--- src/rtl/disp_scan_ctl_pkg.sv ---
// Shared display definitions: d_out field positions, the blank code and a code builder.
// Used by disp_scan_ctl (optional leading-zero blanking via DISP_SCAN_LZB_EN).
package disp_scan_ctl_pkg;

   localparam int DOUT_W    = 7;
   localparam int BLANK_BIT = 6;
   localparam int DP_BIT    = 5;
   localparam int DASH_BIT  = 4;
   localparam int NIB_LSB   = 0;
   localparam int NIB_W     = 4;

   typedef logic [DOUT_W-1:0] dcode_t;

   localparam dcode_t BLANK_CODE = 7'h40;

   // Blank overrides dash, which overrides the plain nibble; dp always passes through.
   function automatic dcode_t make_code(input logic blank, input logic dp,
                                        input logic dash, input logic [NIB_W-1:0] nib);
      dcode_t c;
      c         = '0;
      c[DP_BIT] = dp;
      if (blank) begin
         c[BLANK_BIT] = 1'b1;
      end else begin
         c[NIB_LSB +: NIB_W] = nib;
         c[DASH_BIT]         = dash;
      end
      return c;
   endfunction

endpackage

--- src/rtl/disp_tick_gen.sv ---
// Slot prescaler: counts 0..DIV-1 while enabled; tick is high in the cycle that wraps.
module disp_tick_gen #(
   parameter int DIV = 100000
) (
   input  logic clk,
   input  logic rst_n,
   input  logic en,
   output logic tick
);

   localparam int CW = $clog2(DIV);

   logic [CW-1:0] cnt_q, cnt_d;

   always_comb begin
      cnt_d = cnt_q;
      tick  = en && (cnt_q == CW'(DIV - 1));
      if (en) begin
         cnt_d = tick ? '0 : cnt_q + CW'(1);
      end
   end

   always_ff @(posedge clk or negedge rst_n) begin
      if (!rst_n) begin
         cnt_q <= '0;
      end else begin
         cnt_q <= cnt_d;
      end
   end

endmodule

--- src/rtl/disp_scan_ctl.sv ---
// Multiplexed digit scan controller with double-buffered display data, frame-aligned updates.
// Define DISP_SCAN_LZB_EN to enable leading-zero blanking.
module disp_scan_ctl
   import disp_scan_ctl_pkg::*;
#(
   parameter int NDIG = 8,
   parameter int DIV  = 100000
) (
   input  logic              clk,
   input  logic              rst_n,
   input  logic              en,
   input  logic              load,
   input  logic [4*NDIG-1:0] val,
   input  logic [NDIG-1:0]   dp_mask,
   input  logic [NDIG-1:0]   dash_mask,
   input  logic [NDIG-1:0]   blank_mask,
   output logic [6:0]        d_out,
   output logic [NDIG-1:0]   an_n,
   output logic              upd_pend,
   output logic              frame_done
);

   localparam int IDX_W = $clog2(NDIG);

   logic              tick;
   logic [IDX_W-1:0]  idx_q, idx_d;
   logic [4*NDIG-1:0] act_val_q, act_val_d, sh_val_q, sh_val_d;
   logic [NDIG-1:0]   act_dp_q, act_dp_d, sh_dp_q, sh_dp_d;
   logic [NDIG-1:0]   act_dash_q, act_dash_d, sh_dash_q, sh_dash_d;
   logic [NDIG-1:0]   act_blank_q, act_blank_d, sh_blank_q, sh_blank_d;
   logic              pend_q, pend_d;
   logic [NDIG-1:0]   lz_vec;
   dcode_t            dout_q, dout_d;
   logic [NDIG-1:0]   an_n_q, an_n_d;

   disp_tick_gen #(.DIV(DIV)) u_tick (
      .clk   (clk),
      .rst_n (rst_n),
      .en    (en),
      .tick  (tick)
   );

   always_comb begin
      idx_d       = idx_q;
      frame_done  = tick && (idx_q == IDX_W'(NDIG - 1));
      act_val_d   = act_val_q;
      act_dp_d    = act_dp_q;
      act_dash_d  = act_dash_q;
      act_blank_d = act_blank_q;
      sh_val_d    = sh_val_q;
      sh_dp_d     = sh_dp_q;
      sh_dash_d   = sh_dash_q;
      sh_blank_d  = sh_blank_q;
      pend_d      = pend_q;
      if (tick) begin
         idx_d = frame_done ? '0 : idx_q + IDX_W'(1);
      end
      // A load landing on the frame boundary bypasses the shadow copy entirely.
      if (load && frame_done) begin
         act_val_d   = val;
         act_dp_d    = dp_mask;
         act_dash_d  = dash_mask;
         act_blank_d = blank_mask;
         pend_d      = 1'b0;
      end else begin
         if (frame_done && pend_q) begin
            act_val_d   = sh_val_q;
            act_dp_d    = sh_dp_q;
            act_dash_d  = sh_dash_q;
            act_blank_d = sh_blank_q;
            pend_d      = 1'b0;
         end
         if (load) begin
            sh_val_d   = val;
            sh_dp_d    = dp_mask;
            sh_dash_d  = dash_mask;
            sh_blank_d = blank_mask;
            pend_d     = 1'b1;
         end
      end
   end

   always_comb begin
      lz_vec = '0;
`ifdef DISP_SCAN_LZB_EN
      begin
         logic run;
         run = 1'b1;
         for (int i = NDIG - 1; i >= 1; i--) begin
            run       = run && (act_val_q[4*i +: 4] == 4'h0) && !act_dash_q[i] && !act_dp_q[i];
            lz_vec[i] = run;
         end
      end
`endif
   end

   always_comb begin
      dout_d = BLANK_CODE;
      an_n_d = '1;
      if (en) begin
         dout_d = make_code(act_blank_q[idx_q] || lz_vec[idx_q], act_dp_q[idx_q],
                            act_dash_q[idx_q], act_val_q[4*idx_q +: 4]);
         an_n_d = ~(NDIG'(1) << idx_q);
      end
   end

   always_ff @(posedge clk or negedge rst_n) begin
      if (!rst_n) begin
         idx_q       <= '0;
         act_val_q   <= '0;
         act_dp_q    <= '0;
         act_dash_q  <= '0;
         act_blank_q <= '0;
         sh_val_q    <= '0;
         sh_dp_q     <= '0;
         sh_dash_q   <= '0;
         sh_blank_q  <= '0;
         pend_q      <= 1'b0;
         dout_q      <= BLANK_CODE;
         an_n_q      <= '1;
      end else begin
         idx_q       <= idx_d;
         act_val_q   <= act_val_d;
         act_dp_q    <= act_dp_d;
         act_dash_q  <= act_dash_d;
         act_blank_q <= act_blank_d;
         sh_val_q    <= sh_val_d;
         sh_dp_q     <= sh_dp_d;
         sh_dash_q   <= sh_dash_d;
         sh_blank_q  <= sh_blank_d;
         pend_q      <= pend_d;
         dout_q      <= dout_d;
         an_n_q      <= an_n_d;
      end
   end

   assign d_out    = dout_q;
   assign an_n     = an_n_q;
   assign upd_pend = pend_q;

endmodule

--- config.mk ---
export PLATFORM = sky130hd
export DESIGN_NAME = disp_scan_ctl
export DESIGN_NICKNAME = d
export VERILOG_FILES = /design/src/rtl/disp_scan_ctl_pkg.sv /design/src/rtl/disp_tick_gen.sv /design/src/rtl/disp_scan_ctl.sv
export SDC_FILE = /design/constraint.sdc
export NUM_CORES = 1
export LEC_CHECK = 0
export CORE_MARGIN = 2
export CORE_UTILIZATION = 50
export CTS_BUF_LIST = sky130_fd_sc_hd__clkbuf_2
export CTS_CLUSTER_SIZE = 20
export DETAILED_ROUTE_END_ITERATION = 10
export PLACE_DENSITY_LB_ADDON = 0.3
export SLEW_MARGIN = 20
export SYNTH_ARGS = -nofsm -noshare
export SYNTH_HDL_FRONTEND = slang
export SYNTH_SLANG_ARGS = --single-unit
--- constraint.sdc ---
create_clock -name clk -period 4.7 [get_ports clk]
set_input_delay 1.41 -clock clk [delete_from_list [all_inputs] [get_ports clk]]
set_output_delay 1.41 -clock clk [all_outputs]
set_load 0.01 [all_outputs]
After elaboration in Yosys (flattened, before gate mapping)

Memories as Yosys holds them, arrays and structs flattened.
Index checks and enable logic that the tools add are counted.

Register bits: 148
Memory bits (read-only): 8
Input port bits: 60
Output and inout port bits: 17
Logic and storage cells: 55
Memories: 1

Add/subtract/negate cells: 2
$lt $le $gt $ge: 1
Equal/unequal tests: 2
Shifts and indexed selects: 2
Muxes and demuxes: 24
Bitwise logic cells: 2
Reduce and logical (&&, ||, !) cells: 8

Memory list:

| memory          | depth | width | rd ports | clocked after memory_dff | write ports | RTL line             | RTL |
|---|---|---|---|---|---|---|---|
| (no name shown) | 8     | 1     | 1        | 0                        | 0           | disp_scan_ctl.sv:101 | `dout_d = make_code(act_blank_q[idx_q] \|\| lz_vec[idx_q], act_dp_q[idx_q],` |

Operator list:

| kind                  | number |
|---|---|
| $mux 32               | 2 |
| $mux 8                | 7 |
| $shiftx 32x6->4       | 1 |
| $add 17x1->17 const B | 1 |
| $eq 17x17->1 const B  | 1 |
| $mux 17               | 1 |
| $bmux 1 s3            | 3 |
| $mux 1                | 8 |
| $not 8->8             | 1 |
| $shl 1x3->8 const A   | 1 |
| $mux 7                | 1 |
| $mux 5                | 1 |
| $logic_and 1x1->1     | 4 |
| $lt 3x4->1 const B    | 1 |
| $add 3x1->3 const B   | 1 |
| $eq 3x3->1 const B    | 1 |
| $mux 3                | 1 |
| $reduce_bool 3->1     | 1 |
| $reduce_and 2->1      | 1 |
| $reduce_bool 2->1     | 1 |
| $logic_or 1x1->1      | 1 |
| $not 1->1             | 1 |

Logic depth before layout (Yosys ltp)

Depth after elaboration: 7
Depth in mapped cells: 8
Gate-level depth less buffers: 5

Modules after synthesis

From an unflattened synthesis, not the netlist that was laid out.

Cells, all modules: 540
Area, all modules: 6,508.7 sq um

Modules (own cells, without submodules):

| module        | times used | cells each | area an instance (sq um) | sequential area each (sq um) |
|---|---|---|---|---|
| disp_scan_ctl | 1          | 457        | 5,652.9                  | 3,289.4 |
| disp_tick_gen | 1          | 83         | 855.8                    | 425.4 |

Least setup slack after synthesis

Ideal clock, no wire load.

Path kind: input to output
Start point: input en
End point: output frame_done
Arrival: 2,254 ps
Required time: 3,290 ps
Slack: 1,036 ps
Stages: 4
Path buffers: 1
Path through: and3_1 clkbuf_1 nand2_1 nor3_1

Longest elaborated chain between the ends: 2

RTL lines:

| item              | RTL line            | RTL |
|---|---|---|
| start, declared   | disp_scan_ctl.sv:11 | `input logic en,` |
| $logic_and 1x1->1 | disp_tick_gen.sv:17 | `tick = en && (cnt_q == CW'(DIV - 1));` |
| $logic_and 1x1->1 | disp_scan_ctl.sv:45 | `frame_done = tick && (idx_q == IDX_W'(NDIG - 1));` |
| end, declared     | disp_scan_ctl.sv:20 | `output logic frame_done` |

No other way between the ends.

Worst setup path after layout

Start point: register u_tick.cnt_q[8]
End point: output frame_done

Longest elaborated chain between the ends: 3

RTL lines:

| item                   | RTL line            | RTL |
|---|---|---|
| start, declared        | disp_tick_gen.sv:13 | `logic [CW-1:0] cnt_q, cnt_d;` |
| start signal, assigned | disp_tick_gen.sv:27 | `cnt_q <= cnt_d;` |
| $eq 17x17->1           | disp_tick_gen.sv:17 |  |
| $logic_and 1x1->1      | disp_tick_gen.sv:17 |  |
| $logic_and 1x1->1      | disp_scan_ctl.sv:45 |  |

No other way between the ends.

==> summary.md <==
| Metric | Value |
|---|---|
| Status | completed |
| Hpwl dp | 10020 µm |
| Mapped Nets | between 600 and 700 |
| Worst Tran Pin Value | roughly 0.78 ns |
| Routability Congestion | 0.7929 |
| Area of the multi-input gates | 2998 µm² |
| Area growth from synthesis to layout | 14.97% |
| Via count of the first global-routing pass | ~5.2k |
| Worst VDD drop | approximately 0.00022 V |
| Adder-cell share of the synthesized area | 0.01253 |
| Clock Skew | a little under 0.03 ns |
| Worst-path clk slew | 0.18 ns |
| Initial antenna violation count | 0 |
| Post-Synth XOR/XNOR Area | 0.01504 |
| FF+latch count, synth | 148 |
| Total Die Area | between 10000 and 15000 µm² |
| Register Area | 3715 µm² |
| Commonest non-fill, non-tap cell in the layout | dfrtp_1 |
| Leak pwr | approximately 0.0033 µW |
| Row count | between 40 and 50 |
| Pins Over Slew Limit | 0 |
| Clk buf depth | 2 |
| Synth Cell Area | ~7000 µm² |
| Post-Route Utilization | 0.5834 |
| Drt pass-1 iters | 4 |
| Final wirelength | between 15000 and 20000 µm |
| Via/cell ratio | between 5 and 6 |
| Crit-path max FO | 66 |
| Post-synthesis compound-gate area fraction | 0.1563 |
| FILL cells | about 1.2k |
| First-pass GRT wire length | ~26000 µm |
| Mux cell area share after synthesis | 0.1396 |
| PortBufs | 76 |
| Num CTS Buffers | 17 |
| Endpoints failing setup | 0 |
| Clock Latency Late Sink | between 0.6 and 0.7 ns |
| Cts hold-fix bufs | 0 |
| Clock sink total | ~150 |
| H-Tree Depth | 4 |
| Setup_tns | 0 ns |
| Final net count | between 700 and 800 |
| Ports | 77 |
| Area contributors post-synth | dfrtp_1 (50%), mux2_2 (9.0%), o31ai_1 (6.1%), nor2b_1 (5.2%), mux4_2 (4.5%) |
| Avg Cell Area, Syn | around 11 µm² |
| Top-area cell type share of the netlist area | 0.4977 |
| Min Tclk post-route | 4.466 ns |
| Buffer type at the clock tree root | clkbuf_2 |
| Final Instance Area | ~8000 µm² |
| WL per Instance | about 18 µm |
| Max-slew headroom | 0.4703 |
| Ratio of final minimum period to clock period | 0.9503 |
| DRC viols | 0 |
| Placed Area | around 7800 µm² |
| FF-to-FF setup slack | between 1.5 and 2 ns |
| Post-synthesis simple-gate area fraction | 0.1028 |
| Die height | about 120 µm |
| Yosys top cell by area | dfrtp_1 |
| CP Capture Type | output pin |
| Setup Buffers After CTS | 0 |
| Max-cap viol count | 0 |
| Core Box Area | ~14000 µm² |
| Gate count of the mapped netlist | 610 |
| Critical path class | reg2out |
| DR vias | approximately 5.0k |
| Hold crit path type | reg2reg |
| Top_reg_cell synth | dfrtp_1 |
| Initial Util | 0.5074 |
| Antenna diode count | 0 |
| Largest family of logic cells by synthesized area | compound AO/OA/AOI/OAI gates |
| CTS resizes | 0 |
| Most frequent cells in the layout | dfrtp_1 (139), clkdlybuf4s50_1 (74), a21oi_1 (61), o21ai_0 (61), nor2b_1 (58) |
| Share of cells above drive strength 1 | 0.1909 |
| Post-route ant nets | 0 |
| DRT iter0 DRCs | 421 |
| Global-route usage over all layers | 0.2250 |
| Critical path required time | 3.29 ns |
| GR Overflow Total | 0 |
| Fmax | 223.9 MHz |
| Synth cell types | 38 |
| Final Hold Viols | 0 |
| PD cells | approximately 290 nW/µm² |
| RSZ-0062 raised after global routing | false |
| Largest net degree at the start of global routing | between 80 and 90 |
| Startpoint Class | flip-flop |
| TritonCTS clock tree | done |
| Die W | between 100 and 150 µm |
| Share of synthesized registers carrying an async set or reset | 1.000 |
| Post-synth EDFFs | 0 |
| Synthesis Warnings | 0 |
| Arrival time worst endpoint | approximately 3.1 ns |
| Register area share after synthesis | 0.5315 |
==> power by group <==
part | internal [µW] | switching [µW] | total, µW
clock | 245 | 437 | 683
combinational | 134 | 113 | 248
sequential | 1340 | 50.6 | 1400
==> per-layer routing <==
layer  GRT usage  routed length, µm  vias to the layer above
met2      0.3660               7827                      132
met5           0                  0                        -
met1      0.3030               6877                     2571
met3     0.04972                738                       16
li1            -                  -                     2321
met4     0.07112                238                        0
==> worst max-delay path, stage by stage (launching register included) <==
cell and delay, ns:
dfrtp_1 0.46, nand4bb_1 0.25, or4_4 0.75, nor3_1 0.34, clkdlybuf4s50_1 0.58
==> worst paths after layout <==
kind	startpoint	endpoint	cells after the start
max	u_tick.cnt_q[8]	frame_done	4
min	u_tick.cnt_q[16]	u_tick.cnt_q[16]	1
max reg2reg	u_tick.cnt_q[8]	sh_dash_q[7]	5
min reg2reg	u_tick.cnt_q[16]	u_tick.cnt_q[16]	1
max in group asynchronous	rst_n	an_n[3]	2
min in group asynchronous	rst_n	u_tick.cnt_q[4]	1
==> through the flow <==
| step | power (µW) | hold WS (ns) | setup WS [ns] | std cells |
|---|---|---|---|---|
| floorplan | 1543 | 0.4391 | 1.036 | 610 |
| global placement | 1654 | 0.4597 | 0.3602 | 829 |
| detailed placement | 1668 | 0.4638 | 0.3192 | 829 |
| CTS | 2344 | 0.4865 | 0.1563 | 861 |
| global route | 2445 | 0.5092 | 0.01516 | 861 |
| finish | 2326 | 0.4835 | 0.2336 | 861 |
==> sequential cells by signal, summed over array words and instances (netlist names), 3 cells and up <==
signal and cells:
idx_q 3, sh_dp_q 8, act_dp_q 8, act_dash_q 8, u_tick.cnt_q 17, sh_dash_q 8, d_out 7, sh_blank_q 8
act_val_q 32, an_n 8, sh_val_q 32, act_blank_q 8
==> cells in the mapped netlist (8+ instances only) <==
cell,count
mux4_2,14
nor2b_1,58
clkbuf_1,37
a21oi_1,61
dfstp_2,9
dfrtp_1,139
o31ai_1,57
mux2_2,56
xnor2_1,11
o21ai_0,61
nand2_1,33
buf_6,10
nor2_1,8
==> layout make-up <==
type	instances	share of cell area
Inverter	5	0.002336
Tap cell	180	0.02803
Clock inverter	11	0.01386
Clock buffer	21	0.01308
Multi-Input combinational cell	406	0.3731
Timing Repair Buffer	90	0.1073
Sequential cell	148	0.4623
==> kinds of logic after synthesis <==
logic type / after synthesis
flip-flops: 148
AO/OA/AOI/OAI: 185
buffers and inverters: 56
XOR/XNOR: 12
adder cells (fa/ha/maj): 7
AND/OR/NAND/NOR: 129
multiplexers: 73
Note: power is estimated with default switching activity, not from simulation.
